<file path="src/rtl/serial_subtractor8bit.sv">
// Bit-serial 8-bit subtractor: one full-subtractor cell, LSB first, 8 cycles.
// Define SUB_OVF_EN to add the registered signed-overflow output ovf.
module serial_subtractor8bit (
  input  logic       clk,
  input  logic       reset,
  input  logic       start,
  input  logic [7:0] a,
  input  logic [7:0] b,
  output logic       busy,
  output logic       done,
  output logic [7:0] diff,
  output logic       borrow
`ifdef SUB_OVF_EN
  ,
  output logic       ovf
`endif
);

  typedef enum logic [1:0] {
    IDLE  = 2'd0,
    SHIFT = 2'd1,
    DONE  = 2'd2
  } state_t;

  state_t     state;
  state_t     state_nxt;
  logic       load;
  logic [7:0] a_sr;
  logic [7:0] b_sr;
  logic [7:0] diff_sr;
  logic [2:0] cnt;
  logic       br;
  logic       abit;
  logic       bbit;
  logic       d;
  logic       br_nxt;
  logic       last;

  always_ff @(posedge clk) begin
    if (reset) state <= IDLE;
    else       state <= state_nxt;
  end

  always_comb begin
    state_nxt = state;
    load      = 1'b0;
    unique case (state)
      IDLE: begin
        if (start) begin
          load      = 1'b1;
          state_nxt = SHIFT;
        end
      end
      SHIFT: begin
        if (last) state_nxt = DONE;
      end
      DONE: begin
        if (start) begin
          load      = 1'b1;
          state_nxt = SHIFT;
        end else begin
          state_nxt = IDLE;
        end
      end
      default: state_nxt = IDLE;
    endcase
  end

  // Both flags come straight from the state register.
  assign busy = (state == SHIFT);
  assign done = (state == DONE);

  assign abit   = a_sr[0];
  assign bbit   = b_sr[0];
  assign d      = abit ^ bbit ^ br;
  assign br_nxt = (~abit & bbit) | (~(abit ^ bbit) & br);
  assign last   = (cnt == 3'd7);

  always_ff @(posedge clk) begin
    if (reset) begin
      a_sr    <= 8'h00;
      b_sr    <= 8'h00;
      diff_sr <= 8'h00;
      cnt     <= 3'd0;
      br      <= 1'b0;
    end else if (load) begin
      a_sr    <= a;
      b_sr    <= b;
      diff_sr <= 8'h00;
      cnt     <= 3'd0;
      br      <= 1'b0;
    end else if (state == SHIFT) begin
      a_sr    <= {1'b0, a_sr[7:1]};
      b_sr    <= {1'b0, b_sr[7:1]};
      diff_sr <= {d, diff_sr[7:1]};
      cnt     <= cnt + 3'd1;
      br      <= br_nxt;
    end
  end

  // Visible result changes only on the edge that enters DONE.
  always_ff @(posedge clk) begin
    if (reset) begin
      diff   <= 8'h00;
      borrow <= 1'b0;
    end else if (state == SHIFT && last) begin
      diff   <= {d, diff_sr[7:1]};
      borrow <= br_nxt;
    end
  end

`ifdef SUB_OVF_EN
  logic a_msb;
  logic b_msb;

  always_ff @(posedge clk) begin
    if (reset) begin
      a_msb <= 1'b0;
      b_msb <= 1'b0;
      ovf   <= 1'b0;
    end else if (load) begin
      a_msb <= a[7];
      b_msb <= b[7];
      ovf   <= 1'b0;
    end else if (state == SHIFT && last) begin
      ovf   <= (a_msb != b_msb) && (d != a_msb);
    end
  end
`endif

endmodule

</file>
<file path="config.mk">
export PLATFORM = sky130hd
export DESIGN_NAME = serial_subtractor8bit
export DESIGN_NICKNAME = d
export VERILOG_FILES = /design/src/rtl/serial_subtractor8bit.sv
export SDC_FILE = /design/constraint.sdc
export NUM_CORES = 1
export LEC_CHECK = 0
export ABC_AREA = 1
export ABC_CLOCK_PERIOD_IN_PS = 3300
export CAP_MARGIN = 20
export CORE_MARGIN = 3
export CORE_UTILIZATION = 55
export CTS_CLUSTER_SIZE = 30
export DETAILED_ROUTE_END_ITERATION = 8
export GPL_TIMING_DRIVEN = 0
export PLACE_DENSITY = 0.83
export SLEW_MARGIN = 20
export SYNTH_ARGS = -nofsm -noshare
export SYNTH_HDL_FRONTEND = slang
export SYNTH_SLANG_ARGS = --single-unit
</file>
<file path="constraint.sdc">
create_clock -name clk -period 3.3 [get_ports clk]
set_clock_uncertainty 0.15 [all_clocks]
set_input_delay 0.825 -clock clk [delete_from_list [all_inputs] [get_ports clk]]
set_output_delay 0.825 -clock clk [all_outputs]
set_load 0.05 [all_outputs]
</file>
==> impl.org <==
** Hold path
- Hold Path Sink :: a_sr[7]
- Hold path depth :: 2
- Classification of the worst-slack hold path :: flip-flop to flip-flop
- The worst hold path begins at a_sr[7].

** Route
- Dividing the detail-routed wire length by the instance count gives 11.1 um.
- The final layout contains routed wiring with a total length of 3300 um.
- Pre-Repair DR Iteration Count :: 4
- DRT antenna net count :: 0
- The final route contains 1452 vias.
- Using the TritonRoute via totals, the vias-per-cell ratio works out to 4.91.
- In the routed design, unresolved DRC markers number 0.
- Iter 0 DRT Violations :: 43

** Yosys
- In this run, synthesis produced a sequential element count of 38.
- Number of standard cells after synthesis :: 228
- Of the total synthesized cell area, the portion taken by XOR and XNOR cells is 0.530%.
- Each instance of the synthesized netlist takes up on average 7.25 um2.
- Proportion of synthesized area in mux cells :: 0%
- After synthesis, the largest family of logic cells by area is simple AND/OR/NAND/NOR gates.
- Synth top area share :: 46.0%
- Net count of the mapped netlist :: 250
- Ranked by total cell area, the synthesized netlist is headed by dfxtp_1 46%, nand2_1 9.3%, nor2_1 8.9%.
- The synthesized netlist devotes 12.3% of its cell area to compound gates.
- Summing the areas of all fa, ha and maj instances in the mapped netlist gives 2.72% of the synthesized area.
- The Yosys step of the flow raised 0 warnings.
- The synthesized design spends more area on one cell type than any other, namely dfxtp_1.
- After synthesis, flip-flops and latches occupy 46.0% of the total area.
- Synth Area in Simple Gates :: 25.9%
- The synthesized netlist contains 24 unique library cells.
- Cell area after technology mapping :: 0.00165 mm2

** GRT
- First-pass GRT wire length :: 5630 um
- Met3 track demand over resource :: 4.89%
- Routing usage on met1 :: 24.6%
- The via count of the first global-routing pass is 1359.
- The number of antenna violations at the first check in global routing was 0.
- Layer with the highest usage :: met2
- For this run, the total global-route usage over all layers was measured as 20.5%.
- Largest net degree at the start of global routing :: 13
- The total overflow left after global routing is 0.
- Global routing consumed, on the met2 layer, 34.8% of the routing resources.

** Final layout
- Most frequent standard cell in the layout excluding fill and tap cells :: nand2_1
- Flip-flop and latch area :: 761 um2
- The area growth from synthesis to layout is 23.8%.
- Area of the multi-input gates :: 686 um2
- The filler cells instantiated in the layout total 251.
- In the final layout, the share of cells above drive strength 1 is 10.9%.
- 0 antenna diodes ended up in the layout.
- In the final design database the tool counted 286 nets.
- Measured on the finished design, the core utilization comes to 73.0%.
- In the layout the commonest cells are 41 x nand2_1, 39 x nor2_1, 38 x dfxtp_1, 32 x inv_1, 29 x clkdlybuf4s50_1.

** Worst setup path
- The worst register-to-register path has a setup slack of 1.76 ns.
- Together, buffers and inverters on the worst path number 4.
- Crit path DAT :: 1.96 ns
- STA classifies the critical path startpoint as a flip-flop.
- Kind of critical path :: flip-flop to output pin
- Worst Reg-to-Reg Cells :: 7
- Crit path required time :: 2.32 ns
- Worst path cell trace :: buf_6, nand2_8, inv_2, buf_4, clkdlybuf4s50_1
- The slowest stage of the critical path is the clkdlybuf4s50_1 cell.
- STA classifies the critical path endpoint as an output pin.
- Peak fanout along the critical path :: 10
- In this design, the largest share of critical-path delay is due to buffers and inverters.
- Startpoint of the worst register-to-register path :: cnt[0]
- Capture point of the worst reg-to-reg path :: diff[7]
- The largest single stage delay on the critical path is 0.81 ns.

** Placed design
- Placer's final routability congestion estimate :: 0.823
- The HPWL after detailed placement is 2390 um.
- In this run the tool buffered the top-level ports with 29 buffer cells.

** STA
- Subtracting the final worst setup slack from the clock period gives 2.93 ns.
- In the final timing run, aggregate negative setup slack is 0 ns.
- Setup violations remaining at the end of the flow were counted as 0.
- Number of hold violations in the final report :: 0
- Final worst path period share :: 88.9%
- Actual transition at the worst max-transition pin :: 0.505 ns
- Final slew viol count :: 0
- Worst hold margin :: 0.325 ns
- Static timing analysis puts the maximum clock frequency at 341 MHz.
- Setup repair after global routing left no endpoint under its margin.
- Slew margin rel. :: 66.2%

** Power
- Internal power :: 0.649 mW
- The worst-case IR drop observed on VDD is 0.355 mV.
- Power comes to 0.898 mW.
- Net Sw Frac :: 27.7%
- The clock network burns 28.5% of the power.
- Sequential share of power :: 55.2%
- Comb pwr share :: 16.2%
- Cell leakage power :: 0.959 nW
- Power dissipated by switching net loads :: 0.248 mW
- Dividing total power by cell area gives a power density of 438 mW/mm2.

** Floorplan
- The floorplan step set the die width to 60.8 um.
- Floorplan row count :: 19
- Core Box Area :: 0.00281 mm2
- The die is 60.8 um tall.
- 30 I/O pins were placed.
- Once the floorplan was initialized, standard cells occupied 59.0% of the core.
- Die ar. :: 0.00370 mm2

** CTS
- Number of CTS-inserted buffers :: 5
- Hold buffers post-CTS :: 0
- Clk Latency, worst-skew pair :: 0.33 ns
- Clock transition at the register clock pins on the worst setup and hold paths after CTS :: 0.11 ns
- Clock tree synthesis found a total of 38 sinks.
- CTS built an H-tree with a depth of 2.
- Buffer count from post-CTS setup fixing :: 0
- CTS root buffer :: clkbuf_4
- Number of buffers on the longest clock path :: 2
- TritonCTS built the clock tree.
- The number of gates resized after CTS was 0.

** Run status
- Run status :: finished, final reports clean

** Job
- Across the run, the number of max-cap violations was 0.
-- worst register-to-register path, stage by stage, from the launching register on --
cell and delay, ns:
dfxtp_1 0.37, ha_1 0.16, ha_1 0.13, inv_1 0.06, nor2_4 0.22, inv_2 0.14, nor2_1 0.16, nor2_1 0.06
-- through the flow --
stage,cell area [um2],setup WS [ns],std cells
after floorplan,1650,1.24,228
after global placement,1980,0.750,288
after detailed placement,1980,0.741,288
after CTS,2050,0.356,296
after global routing,2050,0.256,296
final,2050,0.366,296
-- flip-flops by register name, indices dropped and copies added (netlist names) --
signal	flops
a_sr	8
b_sr	8
borrow	1
br	1
cnt	3
diff	8
diff_sr	7
state	2
-- final cells by class --
cell class | count | area share (%)
clock inverter | 2 | 0.611
sequential | 38 | 37.2
timing repair buffer | 29 | 14.2
clock buffer | 6 | 2.51
buffer | 8 | 2.87
inverter | 39 | 7.27
tap | 31 | 1.89
multi-input combinational | 143 | 33.5
-- how the worst max path moves through the flow --
stage,slack [ns],startpoint,cells after the start,to
floorplan,1.24,state[0],2,done
global placement,0.75,state[0],5,busy
detailed placement,0.74,state[0],5,busy
CTS,0.36,state[0],5,busy
global route,0.26,state[0],5,busy
finish,0.37,state[0],5,busy
-- Yosys cell counts --
cell type  count
ha_1           2
nand2_2        2
a21oi_2        1
dfxtp_1       38
nand2_8        1
a21oi_1       14
o21ai_1        3
inv_4          1
nand3_1       12
clkbuf_2       1
nand2_1       41
fa_1           1
nor2_1        39
inv_2          6
buf_2          1
buf_6          3
o21ai_0       22
nor2_4         1
xor2_1         1
nor2_2         2
inv_1         32
buf_4          1
clkbuf_1       2
nand2_4        1
-- layer usage --
metal  up-vias  wire [um]
met5         -          0
met4         0         63
met3         6        177
met2        40       1590
met1       633       1470
li1        773          -
-- cell families (layout without fill, tap and decap cells) --
family	count (synthesis)	after routing
xor+xnor	1	1
compound gates	40	40
fa+ha+maj	3	3
flops	38	38
simple gates	99	99
buf+inv	47	84
-- power groups by stage --
stage                     Sequential (mW)  Combinational (mW)  Clock [mW]
after global routing                0.499               0.166       0.279
after detailed placement            0.506               0.147           0
after CTS                           0.496               0.148       0.261
after floorplan                     0.504              0.0997           0
after global placement              0.506               0.144           0
final                               0.496               0.146       0.256
Note: power is estimated with default switching activity, not from simulation.
